<file path="src/rtl/qam_demapper_serial.sv">
// Hard-decision QPSK/16/64-QAM demapper with DC-offset calibration, symbol FIFO and LSB-first serial output.
// Sample -> first serial bit is 3 edges; en=0 stalls the serializer and symbols arriving on a full FIFO are dropped (sticky overflow).
module qam_demapper_serial #(
  parameter int IN_W       = 8,
  parameter int FIFO_DEPTH = 8,
  parameter int CAL_LOG2   = 4
) (
  input  logic                   dclk,
  input  logic                   rst,
  input  logic signed [IN_W-1:0] i_in,
  input  logic signed [IN_W-1:0] q_in,
  input  logic                   sym_valid,
  input  logic [1:0]             mode,
  input  logic                   cal_start,
  input  logic                   en,
  output logic                   data_out,
  output logic                   data_valid,
  output logic                   sym_start,
  output logic                   cal_busy,
  output logic                   overflow
);

  localparam int AW    = $clog2(FIFO_DEPTH);
  localparam int ACC_W = IN_W + CAL_LOG2;
  localparam logic signed [IN_W-1:0] T1  = IN_W'(2 ** (IN_W - 3));
  localparam logic signed [IN_W-1:0] T2  = IN_W'(2 * (2 ** (IN_W - 3)));
  localparam logic signed [IN_W-1:0] T3  = IN_W'(3 * (2 ** (IN_W - 3)));
  localparam logic signed [IN_W-1:0] NT1 = -T1;
  localparam logic signed [IN_W-1:0] NT2 = -T2;
  localparam logic signed [IN_W-1:0] NT3 = -T3;

  typedef enum logic {RUN, CAL} state_t;
  state_t r_state, w_state_nxt;

  logic [CAL_LOG2-1:0]     r_cnt;
  logic signed [ACC_W-1:0] r_acc_i, r_acc_q, w_sum_i, w_sum_q;
  logic signed [IN_W-1:0]  r_off_i, r_off_q;
  logic                    w_cal_last;

  assign w_cal_last = (r_state == CAL) && sym_valid && (&r_cnt);
  assign w_sum_i    = r_acc_i + ACC_W'(i_in);
  assign w_sum_q    = r_acc_q + ACC_W'(q_in);
  assign cal_busy   = (r_state == CAL);

  always_ff @(posedge dclk or negedge rst) begin
    if (!rst) r_state <= RUN;
    else      r_state <= w_state_nxt;
  end

  always_comb begin
    w_state_nxt = r_state;
    if (cal_start)       w_state_nxt = CAL;
    else if (w_cal_last) w_state_nxt = RUN;
  end

  always_ff @(posedge dclk or negedge rst) begin
    if (!rst) begin
      r_cnt   <= '0;
      r_acc_i <= '0;
      r_acc_q <= '0;
      r_off_i <= '0;
      r_off_q <= '0;
    end else if (cal_start) begin
      r_cnt   <= '0;
      r_acc_i <= '0;
      r_acc_q <= '0;
    end else if (r_state == CAL && sym_valid) begin
      if (&r_cnt) begin
        r_off_i <= IN_W'(w_sum_i >>> CAL_LOG2);
        r_off_q <= IN_W'(w_sum_q >>> CAL_LOG2);
        r_acc_i <= '0;
        r_acc_q <= '0;
        r_cnt   <= '0;
      end else begin
        r_acc_i <= w_sum_i;
        r_acc_q <= w_sum_q;
        r_cnt   <= r_cnt + 1'b1;
      end
    end
  end

  function automatic logic signed [IN_W-1:0] correct(input logic signed [IN_W-1:0] x,
                                                     input logic signed [IN_W-1:0] off);
    logic [IN_W:0] w_d;
    w_d = {x[IN_W-1], x} - {off[IN_W-1], off};
    if (w_d[IN_W] != w_d[IN_W-1])
      correct = w_d[IN_W] ? {1'b1, {(IN_W-1){1'b0}}} : {1'b0, {(IN_W-1){1'b1}}};
    else
      correct = w_d[IN_W-1:0];
  endfunction

  // Returns {positive, inverted-Gray amplitude}; a sample on a threshold falls to the lower region.
  function automatic logic [2:0] slice_axis(input logic signed [IN_W-1:0] c, input logic [1:0] m);
    logic       w_pos;
    logic [1:0] w_a;
    w_pos = !c[IN_W-1] && (c != '0);
    w_a   = 2'd0;
    if (m == 2'd2) begin
      if (w_pos) w_a = (c > T3) ? 2'd3 : (c > T2) ? 2'd2 : (c > T1) ? 2'd1 : 2'd0;
      else       w_a = (c <= NT3) ? 2'd3 : (c <= NT2) ? 2'd2 : (c <= NT1) ? 2'd1 : 2'd0;
    end else if (m == 2'd1) begin
      w_a = w_pos ? {1'b0, c > T2} : {1'b0, c <= NT2};
    end
    slice_axis = {w_pos, ~{w_a[1], w_a[1] ^ w_a[0]}};
  endfunction

  logic                   r_s0_vld, r_s1_vld;
  logic signed [IN_W-1:0] r_s0_i, r_s0_q, r_s1_ci, r_s1_cq;
  logic [1:0]             r_s0_mode, r_s1_mode;

  always_ff @(posedge dclk or negedge rst) begin
    if (!rst) begin
      r_s0_vld  <= 1'b0;
      r_s1_vld  <= 1'b0;
      r_s0_i    <= '0;
      r_s0_q    <= '0;
      r_s0_mode <= 2'd0;
      r_s1_ci   <= '0;
      r_s1_cq   <= '0;
      r_s1_mode <= 2'd0;
    end else if (cal_start) begin
      r_s0_vld <= 1'b0;
      r_s1_vld <= 1'b0;
    end else begin
      r_s0_vld  <= sym_valid && (r_state == RUN);
      r_s0_i    <= i_in;
      r_s0_q    <= q_in;
      r_s0_mode <= (mode == 2'd3) ? 2'd1 : mode;
      r_s1_vld  <= r_s0_vld;
      r_s1_ci   <= correct(r_s0_i, r_off_i);
      r_s1_cq   <= correct(r_s0_q, r_off_q);
      r_s1_mode <= r_s0_mode;
    end
  end

  logic [2:0] w_si, w_sq;
  logic [5:0] w_word;
  assign w_si = slice_axis(r_s1_ci, r_s1_mode);
  assign w_sq = slice_axis(r_s1_cq, r_s1_mode);

  always_comb begin
    w_word = 6'd0;
    case (r_s1_mode)
      2'd0:    w_word = {4'b0000, w_si[2], ~w_sq[2]};
      2'd2:    w_word = {w_si[2], w_si[1:0], ~w_sq[2], w_sq[1:0]};
      default: w_word = {2'b00, w_si[2], w_si[0], ~w_sq[2], w_sq[0]};
    endcase
  end

  // Each entry holds {mode, word} so the serializer knows the word length.
  logic [7:0]  r_mem [FIFO_DEPTH];
  logic [AW:0] r_wp, r_rp;
  logic        w_empty, w_full, w_pop, w_push;
  logic [7:0]  w_rd;
  logic [2:0]  r_left, w_last_idx;
  logic [4:0]  r_sh;

  assign w_empty = (r_wp == r_rp);
  assign w_full  = (r_wp[AW] != r_rp[AW]) && (r_wp[AW-1:0] == r_rp[AW-1:0]);
  assign w_pop   = en && (r_left == 3'd0) && !w_empty;
  assign w_push  = r_s1_vld && (!w_full || w_pop);
  assign w_rd    = r_mem[r_rp[AW-1:0]];

  always_comb begin
    w_last_idx = 3'd3;
    case (w_rd[7:6])
      2'd0:    w_last_idx = 3'd1;
      2'd2:    w_last_idx = 3'd5;
      default: w_last_idx = 3'd3;
    endcase
  end

  always_ff @(posedge dclk) begin
    if (w_push) r_mem[r_wp[AW-1:0]] <= {r_s1_mode, w_word};
  end

  always_ff @(posedge dclk or negedge rst) begin
    if (!rst) begin
      r_wp     <= '0;
      r_rp     <= '0;
      overflow <= 1'b0;
    end else if (cal_start) begin
      r_wp     <= '0;
      r_rp     <= '0;
      overflow <= 1'b0;
    end else begin
      if (w_push) r_wp <= r_wp + 1'b1;
      if (w_pop)  r_rp <= r_rp + 1'b1;
      if (r_s1_vld && w_full && !w_pop) overflow <= 1'b1;
    end
  end

  always_ff @(posedge dclk or negedge rst) begin
    if (!rst) begin
      data_out   <= 1'b0;
      data_valid <= 1'b0;
      sym_start  <= 1'b0;
      r_sh       <= '0;
      r_left     <= '0;
    end else if (cal_start || !en) begin
      data_valid <= 1'b0;
      sym_start  <= 1'b0;
      if (cal_start) r_left <= '0;
    end else if (r_left != 3'd0) begin
      data_out   <= r_sh[0];
      r_sh       <= {1'b0, r_sh[4:1]};
      r_left     <= r_left - 3'd1;
      data_valid <= 1'b1;
      sym_start  <= 1'b0;
    end else if (!w_empty) begin
      data_out   <= w_rd[0];
      r_sh       <= w_rd[5:1];
      r_left     <= w_last_idx;
      data_valid <= 1'b1;
      sym_start  <= 1'b1;
    end else begin
      data_valid <= 1'b0;
      sym_start  <= 1'b0;
    end
  end

endmodule

</file>
<file path="config.mk">
export PLATFORM = sky130hd
export DESIGN_NAME = qam_demapper_serial
export DESIGN_NICKNAME = d
export VERILOG_FILES = /design/src/rtl/qam_demapper_serial.sv
export SDC_FILE = /design/constraint.sdc
export NUM_CORES = 1
export LEC_CHECK = 0
export BUFFER_PORTS_ARGS = -buffer_cell sky130_fd_sc_hd__buf_2
export CORE_ASPECT_RATIO = 1.4
export CORE_MARGIN = 2
export CORE_UTILIZATION = 41
export DETAILED_ROUTE_END_ITERATION = 8
export PLACE_DENSITY = 0.68
export SLEW_MARGIN = 20
export SYNTH_ARGS = -nofsm -noshare
export SYNTH_HDL_FRONTEND = slang
export SYNTH_SLANG_ARGS = --single-unit
</file>
<file path="constraint.sdc">
create_clock -name dclk -period 5.4 [get_ports dclk]
set_input_delay 0 -clock dclk [delete_from_list [all_inputs] [get_ports dclk]]
set_output_delay 0 -clock dclk [all_outputs]
set_load 0.02 [all_outputs]
</file>
==> qor.txt <==
status: finished clean
CP Launch Type: register
initial antenna violation count: 0
worst-skew pair later-pin latency: 430 ps
total die area: 22,200 sq um
Final Hold Fails: 0
vias: 5,794
r2r setup slk: 2730 ps
EDFF count, synth: 64
normalized max-slew margin: 34.0%
Final setup viols: 0
CP Capture Type: register
area delta synth->final: 13.5%
ys async rst share: 61.7%
Worst Tran Pin Value: 980 ps
DP Cell Count: 1,008
IR drop worst, VDD: 0.212 mV
FILL cells: 1,802
Reg clk slew, reported paths: 70 ps
TritonCTS clock tree: yes
row cnt: 62
synthesized flop and latch total: 167
Peak Freq: 375 MHz
RSZ-0062 raised after global routing: false
syn_nets: 820
worst r2r path cells: 5
Setup Crit Path Kind: register to register
Total GRT Usage: 16.3%
max-cap viol count: 0
commonest non-fill, non-tap cell in the layout: dfrtp_1
crit share post-route: 49.4%
CP startpoint: r_rp[1]$_DFFE_PN0P_
Residual DRC: 0
WP data arrival: 2720 ps
Clock Tree Root: clkbuf_16
Die H: 175 um
worst r2r src: r_rp[1]$_DFFE_PN0P_
Initial Util: 41.9%
Required @ worst endpoint: 5450 ps
IO Port Bufs: 27
Die Wd: 126 um
Layout Nets: 864
Final GP Congestion: 0.800
CTS H-tree depth: 4
TritonCTS Buffers: 17
Synth Warn #: 0
Design Area, Final: 9780 sq um
antenna fix cells: 0
Final Skew: 8.37 ps
largest net degree at the start of global routing: 59
Avg Cell Area, Syn: 11.5 sq um
setup ws final: 2730 ps
placed cell area: 8970 sq um
share of cells above drive strength 1: 13.9%
WL final: 17,100 um
postcts setup bufs: 0
Power Density: 332 nW/um^2
library cells used by synthesis: 61
static leakage: 4.01 nW
first drt pass iteration count: 4
Mapped Area: 8610 sq um
number of global-route vias before repair: 5,832
clock buffer depth: 2
Clock Sink Count: 167
IO Count: 28
Mapped Cells: 750
drt initial violations: 248
RR Endpoint: r_mem[1][2]$_DFFE_PP_
post-route ant nets: 0
Synth Flop Type: dfrtp_1
most frequent cells in the layout: dfrtp_1 (103), edfxtp_1 (64), nand2_1 (59), o21ai_0 (53), nor2_1 (45)
setup TNS: 0 ps
DR WL/cell: 16.1 um
Worst Path Max Fanout: 20
Min-Delay Path Class: primary input to asynchronous set/reset pin
Core Box Area: 20,600 sq um
Tmin final: 2670 ps
CTS-repair resized insts: 0
DR vias/cell: 5.45
grt ovf: 0
Setup WS pre-CTS: 2380 ps
Post-DP HPWL: 12,100 um
first-pass GRT wire length: 29,000 um
crit path capture: r_mem[1][2]$_DFFE_PP_
final max-slew violation count: 0
Hold WS: 120 ps
Cell Count, Final, Fillers Out: 1,063
cts hold-fix bufs: 23
sequential-to-total area share from yosys stat: 52.2%
flip-flops by register name (all words and copies together) (netlist names):
register and count:
r_left 3, r_wp 4, r_off_i 8, r_s0_mode 2
r_cnt 4, sym_start 1, r_s1_mode 2, r_s1_vld 1
r_off_q 8, cal_busy 1, r_s1_cq 8, r_mem 64
r_s0_vld 1, r_acc_i 12, data_out 1, r_acc_q 12
r_s0_q 8, r_s0_i 8, data_valid 1, overflow 1
r_rp 4, r_s1_ci 8, r_sh 5
synthesized netlist by cell type (all sizes together), types with 17 or more instances:
| master | n | share of area [%] |
|---|---|---|
| ha | 43 | 6.2 |
| a22o | 20 | 2.0 |
| o21ai | 54 | 3.2 |
| nand2 | 59 | 2.6 |
| xnor2 | 22 | 2.3 |
| edfxtp | 64 | 22 |
| nor2 | 45 | 2.0 |
| a21oi | 43 | 2.5 |
| inv | 42 | 1.8 |
| mux2 | 22 | 2.9 |
| dfrtp | 103 | 30 |
| clkbuf | 17 | 0.74 |
worst max-delay path, cell delays in order (launching register included):
cell,delay (ps)
dfrtp_1,870
xor2_1,240
nor4_1,100
a21boi_2,270
nand2b_1,200
nor2_1,610
worst min path at each step:
stage / start / to / slack [ps] / depth (start not counted)
after floorplan: rst / cal_busy$_DFFE_PN0P_ / -300 / 0
after global placement: rst / r_rp[2]$_DFFE_PN0P_ / 60 / 1
after detailed placement: rst / r_left[1]$_DFFE_PN0P_ / 60 / 1
after CTS: rst / r_left[1]$_DFFE_PN0P_ / 140 / 2
after global routing: rst / r_left[1]$_DFFE_PN0P_ / 180 / 2
final: rst / r_sh[0]$_DFFE_PN0P_ / 120 / 2
logic make-up (layout without fill, tap and decap cells):
kind of cell	after synthesis	in the layout	share of synthesized area (%)
AO/OA/AOI/OAI	191	191	14.6
flip-flops	167	167	52.2
multiplexers	48	48	8.22
adder cells (fa/ha/maj)	49	49	7.41
AND/OR/NAND/NOR	191	191	10.6
XOR/XNOR	33	33	3.44
buffers and inverters	71	128	3.43
layer usage:
metal / part of all wire (%) / GRT usage, % / vias to the layer above
li1: - / - / 2843
met1: 42 / 19.5 / 2838
met2: 53 / 29.3 / 94
met3: 2.9 / 3.02 / 19
met4: 1.6 / 5.68 / 0
met5: 0 / 0 / -
where the power goes:
part | internal, mW | total, mW | switching, mW
clock | 0.644 | 1.18 | 0.532
combinational | 0.237 | 0.559 | 0.322
sequential | 1.44 | 1.51 | 0.0715
total | 2.32 | 3.24 | 0.925
final cells by class:
cell class,count,area [sq um],area share (%)
Clock buffer,17,425,4.35
Clock inverter,15,145,1.48
Inverter,42,158,1.61
Multi-Input combinational cell,512,3830,39.2
Sequential cell,167,4500,46.0
Tap cell,256,320,3.28
Timing Repair Buffer,54,398,4.07
stage by stage:
stage | power (mW) | util (%)
final | 3.24 | 47.6
after global routing | 3.40 | 47.6
after CTS | 3.27 | 47.5
after detailed placement | 2.08 | 43.6
after global placement | 2.06 | 43.6
after floorplan | 1.93 | -
Power figures use the tool's default switching activity.
